--- config.mk ---
export PLATFORM = sky130hd
export DESIGN_NAME = reset_shutdown_sequencer_flat
export DESIGN_NICKNAME = d
export VERILOG_FILES = /design/src/rtl/reset_shutdown_sequencer_pkg.sv /design/src/rtl/reset_shutdown_sequencer_if.sv /design/src/rtl/reset_shutdown_sequencer_timer.sv /design/src/rtl/reset_shutdown_sequencer.sv /design/src/flat_wrapper.sv
export SDC_FILE = /design/constraint.sdc
export NUM_CORES = 1
export LEC_CHECK = 0
export CAP_MARGIN = 20
export CORE_MARGIN = 2
export CORE_UTILIZATION = 30
export DETAILED_ROUTE_END_ITERATION = 8
export PLACE_DENSITY = 0.42
export SLEW_MARGIN = 30
export SYNTH_ARGS = -nofsm -noshare
export SYNTH_HDL_FRONTEND = slang
export SYNTH_SLANG_ARGS = --single-unit
--- constraint.sdc ---
create_clock -name iCLK -period 5.7 [get_ports iCLK]
set_input_delay 1.14 -clock iCLK [delete_from_list [all_inputs] [get_ports iCLK]]
set_output_delay 1.14 -clock iCLK [all_outputs]
set_load 0.05 [all_outputs]
--- src/rtl/reset_shutdown_sequencer_pkg.sv ---
// Shared types and default timing constants for the staged reset sequencer.
package reset_seq_pkg;

  // Sequencer states; the encoding is exported on oSTATE for debug.
  typedef enum logic [2:0] {
    UP      = 3'd0,
    RUN     = 3'd1,
    QUIESCE = 3'd2,
    HOLD    = 3'd3,
    OFF     = 3'd4
  } state_e;

  // Default gap between stage transitions and default quiesce timeout, in cycles.
  localparam logic [31:0] DEF_GAP_CYC     = 32'h001F_FFFF;
  localparam logic [31:0] DEF_TIMEOUT_CYC = 32'h00FF_FFFF;

endpackage

--- src/rtl/reset_shutdown_sequencer_if.sv ---
// Request, acknowledge and status signals between the staged-reset
// sequencer (slave) and the controlling/consuming side (master).
interface reset_shutdown_sequencer_if #(
  parameter int unsigned STAGES = 3
);

  logic              iSHDN_REQ;
  logic              iUP_REQ;
  logic [STAGES-1:0] iQUIESCE;
  logic [STAGES-1:0] oRST;
  logic              oBUSY;
  logic              oDONE;
  logic [STAGES-1:0] oTIMEOUT;
  logic [2:0]        oSTATE;

  modport master (
    output iSHDN_REQ, iUP_REQ, iQUIESCE,
    input  oRST, oBUSY, oDONE, oTIMEOUT, oSTATE
  );

  modport slave (
    input  iSHDN_REQ, iUP_REQ, iQUIESCE,
    output oRST, oBUSY, oDONE, oTIMEOUT, oSTATE
  );

endinterface

--- src/rtl/reset_shutdown_sequencer_timer.sv ---
// Shared gap/timeout counter: synchronous clear, count enable, and a
// terminal-count flag against either the gap or the timeout limit.
module reset_seq_timer #(
  parameter int unsigned       CNT_W       = 32,
  parameter logic [CNT_W-1:0]  GAP_CYC     = 4,
  parameter logic [CNT_W-1:0]  TIMEOUT_CYC = 8
) (
  input  logic iCLK,
  input  logic iRST,
  input  logic clr_i,
  input  logic en_i,
  input  logic sel_timeout_i,
  output logic tc_o
);

  localparam logic [CNT_W-1:0] GAP_LAST     = GAP_CYC - 1'b1;
  localparam logic [CNT_W-1:0] TIMEOUT_LAST = TIMEOUT_CYC - 1'b1;

  logic [CNT_W-1:0] cnt_q;
  logic [CNT_W-1:0] cnt_d;

  // Next count: clear has priority over increment.
  always_comb begin
    cnt_d = cnt_q;
    if (clr_i)     cnt_d = '0;
    else if (en_i) cnt_d = cnt_q + 1'b1;
  end

  // Counter register.
  // NOTE: sequential state uses non-blocking assignments so every register
  // samples pre-edge values regardless of process evaluation order.
  always_ff @(posedge iCLK or posedge iRST) begin
    if (iRST) cnt_q <= '0;
    else      cnt_q <= cnt_d;
  end

  // Exact-equality terminal count; the counter is cleared before it can pass it.
  assign tc_o = (cnt_q == (sel_timeout_i ? TIMEOUT_LAST : GAP_LAST));

endmodule

--- src/rtl/reset_shutdown_sequencer.sv ---
// Staged reset sequencer: releases domain resets 0..N-1 after reset, and on
// request shuts them down N-1..0, waiting for each quiesce ack or a timeout.
module reset_shutdown_sequencer
  import reset_seq_pkg::*;
#(
  parameter int unsigned      STAGES      = 3,
  parameter int unsigned      CNT_W       = 32,
  parameter logic [CNT_W-1:0] GAP_CYC     = CNT_W'(DEF_GAP_CYC),
  parameter logic [CNT_W-1:0] TIMEOUT_CYC = CNT_W'(DEF_TIMEOUT_CYC)
) (
  input  logic                        iCLK,
  input  logic                        iRST,
  reset_shutdown_sequencer_if.slave   bus
);

  localparam int unsigned      K_W    = (STAGES > 1) ? $clog2(STAGES) : 1;
  localparam logic [K_W-1:0]   K_LAST = K_W'(STAGES - 1);

  state_e            state_q, state_d;
  logic [K_W-1:0]    k_q, k_d;
  logic [STAGES-1:0] rst_q, rst_d;
  logic [STAGES-1:0] tmo_q, tmo_d;
  logic              done_q, done_d;

  logic tmr_clr, tmr_en, tmr_sel_tmo, tmr_tc;
  logic ack;

  assign ack = bus.iQUIESCE[k_q];

  reset_seq_timer #(
    .CNT_W       (CNT_W),
    .GAP_CYC     (GAP_CYC),
    .TIMEOUT_CYC (TIMEOUT_CYC)
  ) u_timer (
    .iCLK          (iCLK),
    .iRST          (iRST),
    .clr_i         (tmr_clr),
    .en_i          (tmr_en),
    .sel_timeout_i (tmr_sel_tmo),
    .tc_o          (tmr_tc)
  );

  // State and registered-output storage; reset restarts power-up.
  always_ff @(posedge iCLK or posedge iRST) begin
    if (iRST) begin
      state_q <= UP;
      k_q     <= '0;
      rst_q   <= '0;
      tmo_q   <= '0;
      done_q  <= 1'b0;
    end else begin
      state_q <= state_d;
      k_q     <= k_d;
      rst_q   <= rst_d;
      tmo_q   <= tmo_d;
      done_q  <= done_d;
    end
  end

  // Next-state selection.
  // NOTE: every combinational output gets a default first so no path
  // through the case leaves it unassigned and infers a latch.
  always_comb begin
    state_d = state_q;
    unique case (state_q)
      UP:      if (tmr_tc && (k_q == K_LAST)) state_d = RUN;
      RUN:     if (bus.iSHDN_REQ)             state_d = QUIESCE;
      QUIESCE: if (ack || tmr_tc)             state_d = HOLD;
      HOLD:    if (tmr_tc)                    state_d = (k_q == '0) ? OFF : QUIESCE;
      OFF:     if (bus.iUP_REQ)               state_d = UP;
      default:                                state_d = UP;
    endcase
  end

  // Stage index, reset/timeout vectors, done pulse and timer control.
  always_comb begin
    k_d         = k_q;
    rst_d       = rst_q;
    tmo_d       = tmo_q;
    done_d      = 1'b0;
    tmr_clr     = 1'b0;
    tmr_en      = 1'b0;
    tmr_sel_tmo = 1'b0;
    unique case (state_q)
      UP: begin
        tmr_en = 1'b1;
        if (tmr_tc) begin
          rst_d[k_q] = 1'b1;
          tmr_clr    = 1'b1;
          if (k_q == K_LAST) done_d = 1'b1;
          else               k_d    = k_q + 1'b1;
        end
      end
      RUN: begin
        if (bus.iSHDN_REQ) begin
          k_d     = K_LAST;
          tmr_clr = 1'b1;
        end
      end
      QUIESCE: begin
        tmr_en      = 1'b1;
        tmr_sel_tmo = 1'b1;
        // The ack wins over a coincident timeout.
        if (ack) begin
          rst_d[k_q] = 1'b0;
          tmr_clr    = 1'b1;
        end else if (tmr_tc) begin
          tmo_d[k_q] = 1'b1;
          rst_d[k_q] = 1'b0;
          tmr_clr    = 1'b1;
        end
      end
      HOLD: begin
        tmr_en = 1'b1;
        if (tmr_tc) begin
          tmr_clr = 1'b1;
          if (k_q == '0) done_d = 1'b1;
          else           k_d    = k_q - 1'b1;
        end
      end
      OFF: begin
        rst_d = '0;
        if (bus.iUP_REQ) begin
          k_d     = '0;
          tmo_d   = '0;
          tmr_clr = 1'b1;
        end
      end
      default: ;
    endcase
  end

  assign bus.oRST     = rst_q;
  assign bus.oTIMEOUT = tmo_q;
  assign bus.oDONE    = done_q;
  assign bus.oSTATE   = state_q;
  assign bus.oBUSY    = (state_q == UP) || (state_q == QUIESCE) || (state_q == HOLD);

endmodule

--- src/flat_wrapper.sv ---
// flat-port wrapper written by rule: the top's interface ports become plain ports
module reset_shutdown_sequencer_flat import reset_seq_pkg::*;
#(
  parameter int unsigned      STAGES      = 3,
  parameter int unsigned      CNT_W       = 32,
  parameter logic [CNT_W-1:0] GAP_CYC     = CNT_W'(DEF_GAP_CYC),
  parameter logic [CNT_W-1:0] TIMEOUT_CYC = CNT_W'(DEF_TIMEOUT_CYC)
)
  (iCLK, iRST, bus_iSHDN_REQ, bus_iUP_REQ, bus_iQUIESCE, bus_oRST, bus_oBUSY, bus_oDONE, bus_oTIMEOUT, bus_oSTATE);
  reset_shutdown_sequencer_if #(.STAGES(STAGES)) bus_i ();
  input  logic iCLK;
  input  logic iRST;
  input wire logic [$bits(bus_i.iSHDN_REQ)-1:0] bus_iSHDN_REQ;
  input wire logic [$bits(bus_i.iUP_REQ)-1:0] bus_iUP_REQ;
  input wire logic [$bits(bus_i.iQUIESCE)-1:0] bus_iQUIESCE;
  output wire logic [$bits(bus_i.oRST)-1:0] bus_oRST;
  output wire logic [$bits(bus_i.oBUSY)-1:0] bus_oBUSY;
  output wire logic [$bits(bus_i.oDONE)-1:0] bus_oDONE;
  output wire logic [$bits(bus_i.oTIMEOUT)-1:0] bus_oTIMEOUT;
  output wire logic [$bits(bus_i.oSTATE)-1:0] bus_oSTATE;
  assign bus_i.iSHDN_REQ = bus_iSHDN_REQ;
  assign bus_i.iUP_REQ = bus_iUP_REQ;
  assign bus_i.iQUIESCE = bus_iQUIESCE;
  assign bus_oRST = bus_i.oRST;
  assign bus_oBUSY = bus_i.oBUSY;
  assign bus_oDONE = bus_i.oDONE;
  assign bus_oTIMEOUT = bus_i.oTIMEOUT;
  assign bus_oSTATE = bus_i.oSTATE;
  reset_shutdown_sequencer #(.STAGES(STAGES), .CNT_W(CNT_W), .GAP_CYC(GAP_CYC), .TIMEOUT_CYC(TIMEOUT_CYC)) u_core (.iCLK(iCLK), .iRST(iRST), .bus(bus_i));
endmodule
==> results.py, run 1 <==
metrics = {
    "critical_path": {
        "worstPathBufferInverterCount": 1,
        "worstPathMaxFanout": 16,
        "worst-setup-path-type": "reg2out",
        "critical-path-max-stage-delay_ns": 0.88,
        "critical_path.top_delay_family": "buffers and inverters",
        "crit_path_start_kind": "flop",
        "crit_path_cell_trace": "nor2b_1 -> nor2_1 -> clkdlybuf4s50_1",
        "worstPathRequired_ns": 4.56,
        "crit_path_end_kind": "output port",
        "worst_ep_arrival_time_ns": 2.40,
        "crit_slowest_cell": "clkdlybuf4s50_1",
    },
    "drt": {
        "postRouteAntennaNets": 0,
        "vias_per_cell": 5.05,
        "met3_length_um": 181,
        "drt_pre_antenna_iters": 4,
        "drc": 0,
        "finalWirelength_mm": 5.24,
        "num_vias": 1929,
        "route.layer.met1.wl_mm": 2.52,
        "met2WireLength_mm": 2.47,
        "route.detailed.wl_per_inst_um": 13.7,
        "routed.top_layer": "met4",
        "drt_first_iter_violations": 97,
    },
    "logic_synthesis": {
        "synth_edf_count": 0,
        "synth_seq_cells": 44,
        "synth_sequential_area_ratio": 0.455,
        "synthFlopType": "dfrtp_1",
        "yosys.cell_types.count": 43,
        "ys_async_sr_fraction": 1.00,
        "synth_warnings": 0,
        "syn_area_per_cell_um2": 9.09,
        "synthesis.nets": 275,
        "syn-instance-count": 266,
        "synth.cell_area_um2": 2420,
    },
    "sta": {
        "fmaxAchievable_mhz": 282,
        "tightest_slew_ns": 0.773,
        "timing_hold_violations_final": 0,
        "worst_clock_skew_ns": 0.00850,
        "min_period_ns": 3.54,
        "layout_worst_path_cycle_share": 0.622,
        "final-setup-viol-count": 0,
        "tns_ns": 0,
        "rsz0062_at_grt": "no",
        "hold_slack_ns": 0.486,
        "final_critical_path_setup_slack_ns": 2.16,
        "drv_slew": 0,
        "max_slew_margin": 0.485,
    },
    "final_layout": {
        "antenna_cells": 0,
        "nNetsFinal": 289,
        "layout.cells.most_common_list": "nor2_1, dfrtp_1, xor2_1, nand2_1, clkdlybuf4s50_1",
        "area_delta_synth_final_pct": 14.9,
        "post_route_cells_drive_above_1_share": 0.0750,
        "final_common_cell": "nor2_1",
        "fillerInstances": 809,
    },
    "global_routing": {
        "grt.overflow.total": 0,
        "first_global_vias": 1875,
        "grt_antenna_before_repair": 0,
        "grt_max_degree": 45,
        "global_route.usage.total": 0.129,
        "grt_pass1_wl_mm": 9.01,
    },
    "clock_network": {
        "cts_hold_buffers": 0,
        "cts_root_buffer": "clkbuf_8",
        "ctsHtreeMaxLevel": 2,
        "cts_setup_buffers": 0,
        "worst_skew_pair.late_latency_ns": 0.29,
        "cts_tree": "built",
        "clk_pin_slew_ns": 0.08,
        "cts-resized-gates": 0,
        "cts_num_sinks": 44,
        "max-clock-path-buffers": 2,
        "tritoncts.num_buffers": 5,
    },
    "pwr": {
        "worst_ir_drop_vdd_mv": 0.0860,
        "power.leakage_nw": 1.18,
        "power.switching_fraction": 0.215,
        "p_sw_uw": 110,
        "power_per_cell_area_nw_per_um2": 183,
        "combinationalPowerShare": 0.024,
        "clock_power_share": 0.364,
        "internal_power_contribution_uw": 400,
        "p_seq_frac": 0.612,
    },
    "hold_path": {
        "min_delay_path_class": "reg2reg",
    },
    "placed_design": {
        "detailedPlace.worstSlack_ns": 2.49,
        "sum_of_net_half_perimeters_after_detailed_placement_mm": 3.60,
        "gp_congestion": 0.745,
        "port-buffer-count": 17,
    },
    "die": {
        "rows": 32,
        "initial_utilization": 0.311,
        "dieArea_um2": 8800,
        "die_ht_um": 93.8,
        "die_wd_um": 93.8,
        "top_level_ports": 18,
        "floorplan.core_area_um2": 7770,
    },
    "outcome": {
        "status": "complete, no violations",
    },
    "run": {
        "cap_violations": 0,
    },
}
==> metal layers <==
layer,up-vias,track usage
met5,-,0
met1,933,0.168
li1,960,-
met2,31,0.208
met4,0,0.0411
met3,5,0.0337
==> worst paths after layout <==
check / from / slack, ns / to / depth (start not counted)
max: u_core.bus.oSTATE[1] / 2.16 / bus_oBUSY / 3
min reg2reg: u_core.bus.oTIMEOUT[2] / 0.49 / u_core.bus.oTIMEOUT[2] / 2
max in group asynchronous: iRST / 4.07 / u_core.u_timer.cnt_q[28] / 2
min: u_core.bus.oTIMEOUT[2] / 0.49 / u_core.bus.oTIMEOUT[2] / 2
min in group asynchronous: iRST / 1.25 / u_core.u_timer.cnt_q[11] / 2
max reg2reg: u_core.u_timer.cnt_q[24] / 2.64 / u_core.u_timer.cnt_q[19] / 6
==> state kept, by name (all words and copies together) (netlist names) <==
name,flops
u_core.bus.oSTATE,3
u_core.u_timer.cnt_q,32
u_core.k_q,2
u_core.bus.oRST,3
u_core.bus.oDONE,1
u_core.bus.oTIMEOUT,3
==> power by group through the flow <==
| stage | sequential [mW] | clock, mW | combinational (mW) |
|---|---|---|---|
| 3_3_place_gp | 0.318 | 0 | 0.0130 |
| 3_5_place_dp | 0.318 | 0 | 0.0131 |
| 4_1_cts | 0.312 | 0.196 | 0.0132 |
| 5_1_grt | 0.312 | 0.208 | 0.0142 |
| 2_1_floorplan | 0.318 | 0 | 0.00579 |
| 6_report | 0.312 | 0.185 | 0.0122 |
==> tightest hold or removal path: stages, from the launching register on <==
cell and delay [ns]:
dfrtp_1 0.35, nand2_1 0.05, o31ai_1 0.05
==> stage by stage <==
step,power (mW),cell area [µm²],utilization,cells
after global routing,0.534,2780,0.358,382
after CTS,0.521,2780,0.358,382
final,0.509,2780,0.358,382
after global placement,0.331,2700,0.347,375
after detailed placement,0.331,2700,0.348,375
after floorplan,0.324,2420,-,266
==> cells in the mapped netlist (3+ instances only) <==
master | n | share of area
nor3_1 | 5 | 0.010
buf_4 | 3 | 0.0093
a31oi_1 | 7 | 0.018
nand3_1 | 13 | 0.027
nand4_1 | 15 | 0.039
xnor2_1 | 10 | 0.036
nor2b_1 | 6 | 0.016
and3_1 | 3 | 0.0078
nand2_1 | 20 | 0.031
o21ai_0 | 8 | 0.017
o31ai_1 | 3 | 0.0093
dfrtp_1 | 44 | 0.46
inv_1 | 8 | 0.012
xor2_1 | 21 | 0.076
nor4_1 | 4 | 0.010
nor2_1 | 45 | 0.070
nor3b_1 | 4 | 0.012
a21oi_1 | 3 | 0.0062
nand2b_1 | 3 | 0.0078
clkbuf_1 | 9 | 0.014
and4_1 | 3 | 0.011
==> logic make-up after synthesis <==
kind of cell / count (synthesis) / synth area share
fa+ha+maj: 2 / 0.0103
flops: 44 / 0.455
simple gates: 130 / 0.273
xor+xnor: 31 / 0.112
compound gates: 34 / 0.0952
buf+inv: 22 / 0.0398
mux: 3 / 0.0145
==> layout make-up <==
class,count,area (µm²),area share
flip-flops and latches,44,1100,0.396
clock inverters,1,5.00,0.00180
well taps,102,128,0.0459
inverters,8,32.5,0.0117
clock buffers,6,72.6,0.0261
multi-input cells,200,1240,0.446
repair buffers,21,200,0.0720
Note: power is estimated with default switching activity, not from simulation.
==> run 2, diff against run 1 <==
Settings changed: PLACE_DENSITY 0.42 to 0.44.
Clock period 5.7 ns to 2.9 ns, I/O delays scaled along.
==> results.py, run 2 (same netlist as run 1, synthesis figures left out) <==
metrics = {
    "die": {
        "die_wd_um": 93.8,
        "top_level_ports": 18,
        "rows": 32,
        "floorplan.core_area_um2": 7770,
        "dieArea_um2": 8800,
        "die_ht_um": 93.8,
        "initial_utilization": 0.311,
    },
    "critical_path": {
        "worstPathRequired_ns": 3.08,
        "worst_ep_arrival_time_ns": 2.83,
        "crit_path_end_kind": "flop",
        "crit_path_start_kind": "flop",
        "worstPathMaxFanout": 6,
        "worst-setup-path-type": "reg2reg",
    },
    "final_layout": {
        "largest_register_ff_count": 32,
        "nNetsFinal": 293,
        "layout.cells.most_common_list": "nor2_1, dfrtp_1, xor2_1, nand2_1, clkdlybuf4s50_1",
        "area_delta_synth_final_pct": 16.8,
        "antenna_cells": 0,
        "design_area_um2": 2820,
        "post_route_cells_drive_above_1_share": 0.0912,
        "largest-register": "u_core.u_timer.cnt_q",
        "final_common_cell": "nor2_1",
        "fillerInstances": 846,
    },
    "sta": {
        "final-setup-viol-count": 0,
        "tightest_slew_ns": 0.586,
        "worst_clock_skew_ns": 0.00811,
        "final_critical_path_setup_slack_ns": 0.253,
        "timing_hold_violations_final": 0,
        "drv_slew": 0,
        "max_slew_margin": 0.607,
        "fmaxAchievable_mhz": 378,
        "min_period_ns": 2.65,
        "layout_worst_path_cycle_share": 0.913,
        "rsz0062_at_grt": "no",
        "tns_ns": 0,
    },
    "global_routing": {
        "grt.overflow.total": 0,
        "grt_pass1_wl_mm": 9.49,
        "grt_max_degree": 45,
        "grt_antenna_before_repair": 0,
        "global_route.usage.total": 0.134,
        "first_global_vias": 1910,
    },
    "drt": {
        "finalWirelength_mm": 5.39,
        "route.detailed.wl_per_inst_um": 13.9,
        "drc": 0,
        "drt_first_iter_violations": 69,
        "vias_per_cell": 4.92,
        "postRouteAntennaNets": 0,
        "drt_pre_antenna_iters": 4,
        "num_vias": 1905,
    },
    "placed_design": {
        "port-buffer-count": 17,
        "detailedPlace.worstSlack_ns": 0.245,
        "detailed_place.area_um2": 2740,
        "sum_of_net_half_perimeters_after_detailed_placement_mm": 3.55,
        "gp_congestion": 0.722,
    },
    "clock_network": {
        "tritoncts.num_buffers": 5,
        "cts_setup_buffers": 0,
        "clk_pin_slew_ns": 0.09,
        "cts-resized-gates": 0,
        "cts_tree": "built",
        "worst_skew_pair.late_latency_ns": 0.29,
        "max-clock-path-buffers": 2,
        "cts_num_sinks": 44,
        "cts_root_buffer": "clkbuf_8",
        "ctsHtreeMaxLevel": 2,
        "cts_hold_buffers": 0,
    },
    "hold_path": {
        "min_delay_path_class": "reg2reg",
    },
    "pwr": {
        "worst_ir_drop_vdd_mv": 0.153,
        "power.leakage_nw": 1.21,
        "power_per_cell_area_nw_per_um2": 363,
    },
    "outcome": {
        "status": "complete, no violations",
    },
    "run": {
        "cap_violations": 0,
    },
}
==> run 2: changes by cell type in the layout (fill, tap and decap cells not counted), sizes merged <==
cell and delta:
clkdlybuf4s50 -1, clkbuf +1, buf +5
==> run 2: path summary, 6_finish.rpt <==
kind | start | end | slack [ns] | cells after the start
min | u_core.bus.oTIMEOUT[0] | u_core.bus.oTIMEOUT[0] | 0.48 | 2
max reg2reg | u_core.u_timer.cnt_q[24] | u_core.k_q[1] | 0.25 | 5
max in group asynchronous | iRST | u_core.bus.oDONE | 1.75 | 3
max | u_core.u_timer.cnt_q[24] | u_core.k_q[1] | 0.25 | 5
min in group asynchronous | iRST | u_core.u_timer.cnt_q[28] | 0.73 | 3
min reg2reg | u_core.bus.oTIMEOUT[0] | u_core.bus.oTIMEOUT[0] | 0.48 | 2
==> run 2: area by class of cell <==
class,count,area (µm²),share of cell area
multi-input cells,200,1240,0.439
flip-flops and latches,44,1100,0.390
repair buffers,25,240,0.0851
well taps,102,128,0.0452
clock buffers,7,76.3,0.0270
inverters,8,30.0,0.0106
clock inverters,1,8.76,0.00310
==> run 2: layer usage <==
metal  track usage  part of all wire  up-vias
met5             0                 0        -
met4        0.0326            0.0061        0
met3        0.0273             0.024        2
met2         0.199              0.43       18
met1         0.200              0.54      925
li1              -                 -      960
==> run 2: through the flow <==
stage,utilization,power (mW),hold WS [ns],instances
2_1_floorplan,-,0.637,0.496,266
3_3_place_gp,0.353,0.652,0.470,379
3_5_place_dp,0.353,0.652,0.473,379
4_1_cts,0.364,1.05,0.493,387
5_1_grt,0.364,1.08,0.513,387
6_report,0.364,1.02,0.482,387
==> run 2: power by group <==
| part | total [mW] | internal [mW] | switching (mW) |
|---|---|---|---|
| clock network | 0.387 | 0.173 | 0.214 |
| logic | 0.0253 | 0.00913 | 0.0161 |
| registers | 0.613 | 0.613 | 0 |
==> run 2: critical path, cell delays in order (launching register included) <==
cell	delay [ns]
dfrtp_1	0.42
or4_1	0.52
or4_4	0.53
or3b_1	0.51
a21o_1	0.24
mux2_4	0.29
==> run 3, diff against run 2 <==
Settings changed: CTS_CLUSTER_SIZE from default to 25.
==> results of run 3 <==
No change in the layout: final DEF, timing and power equal those of run 2.
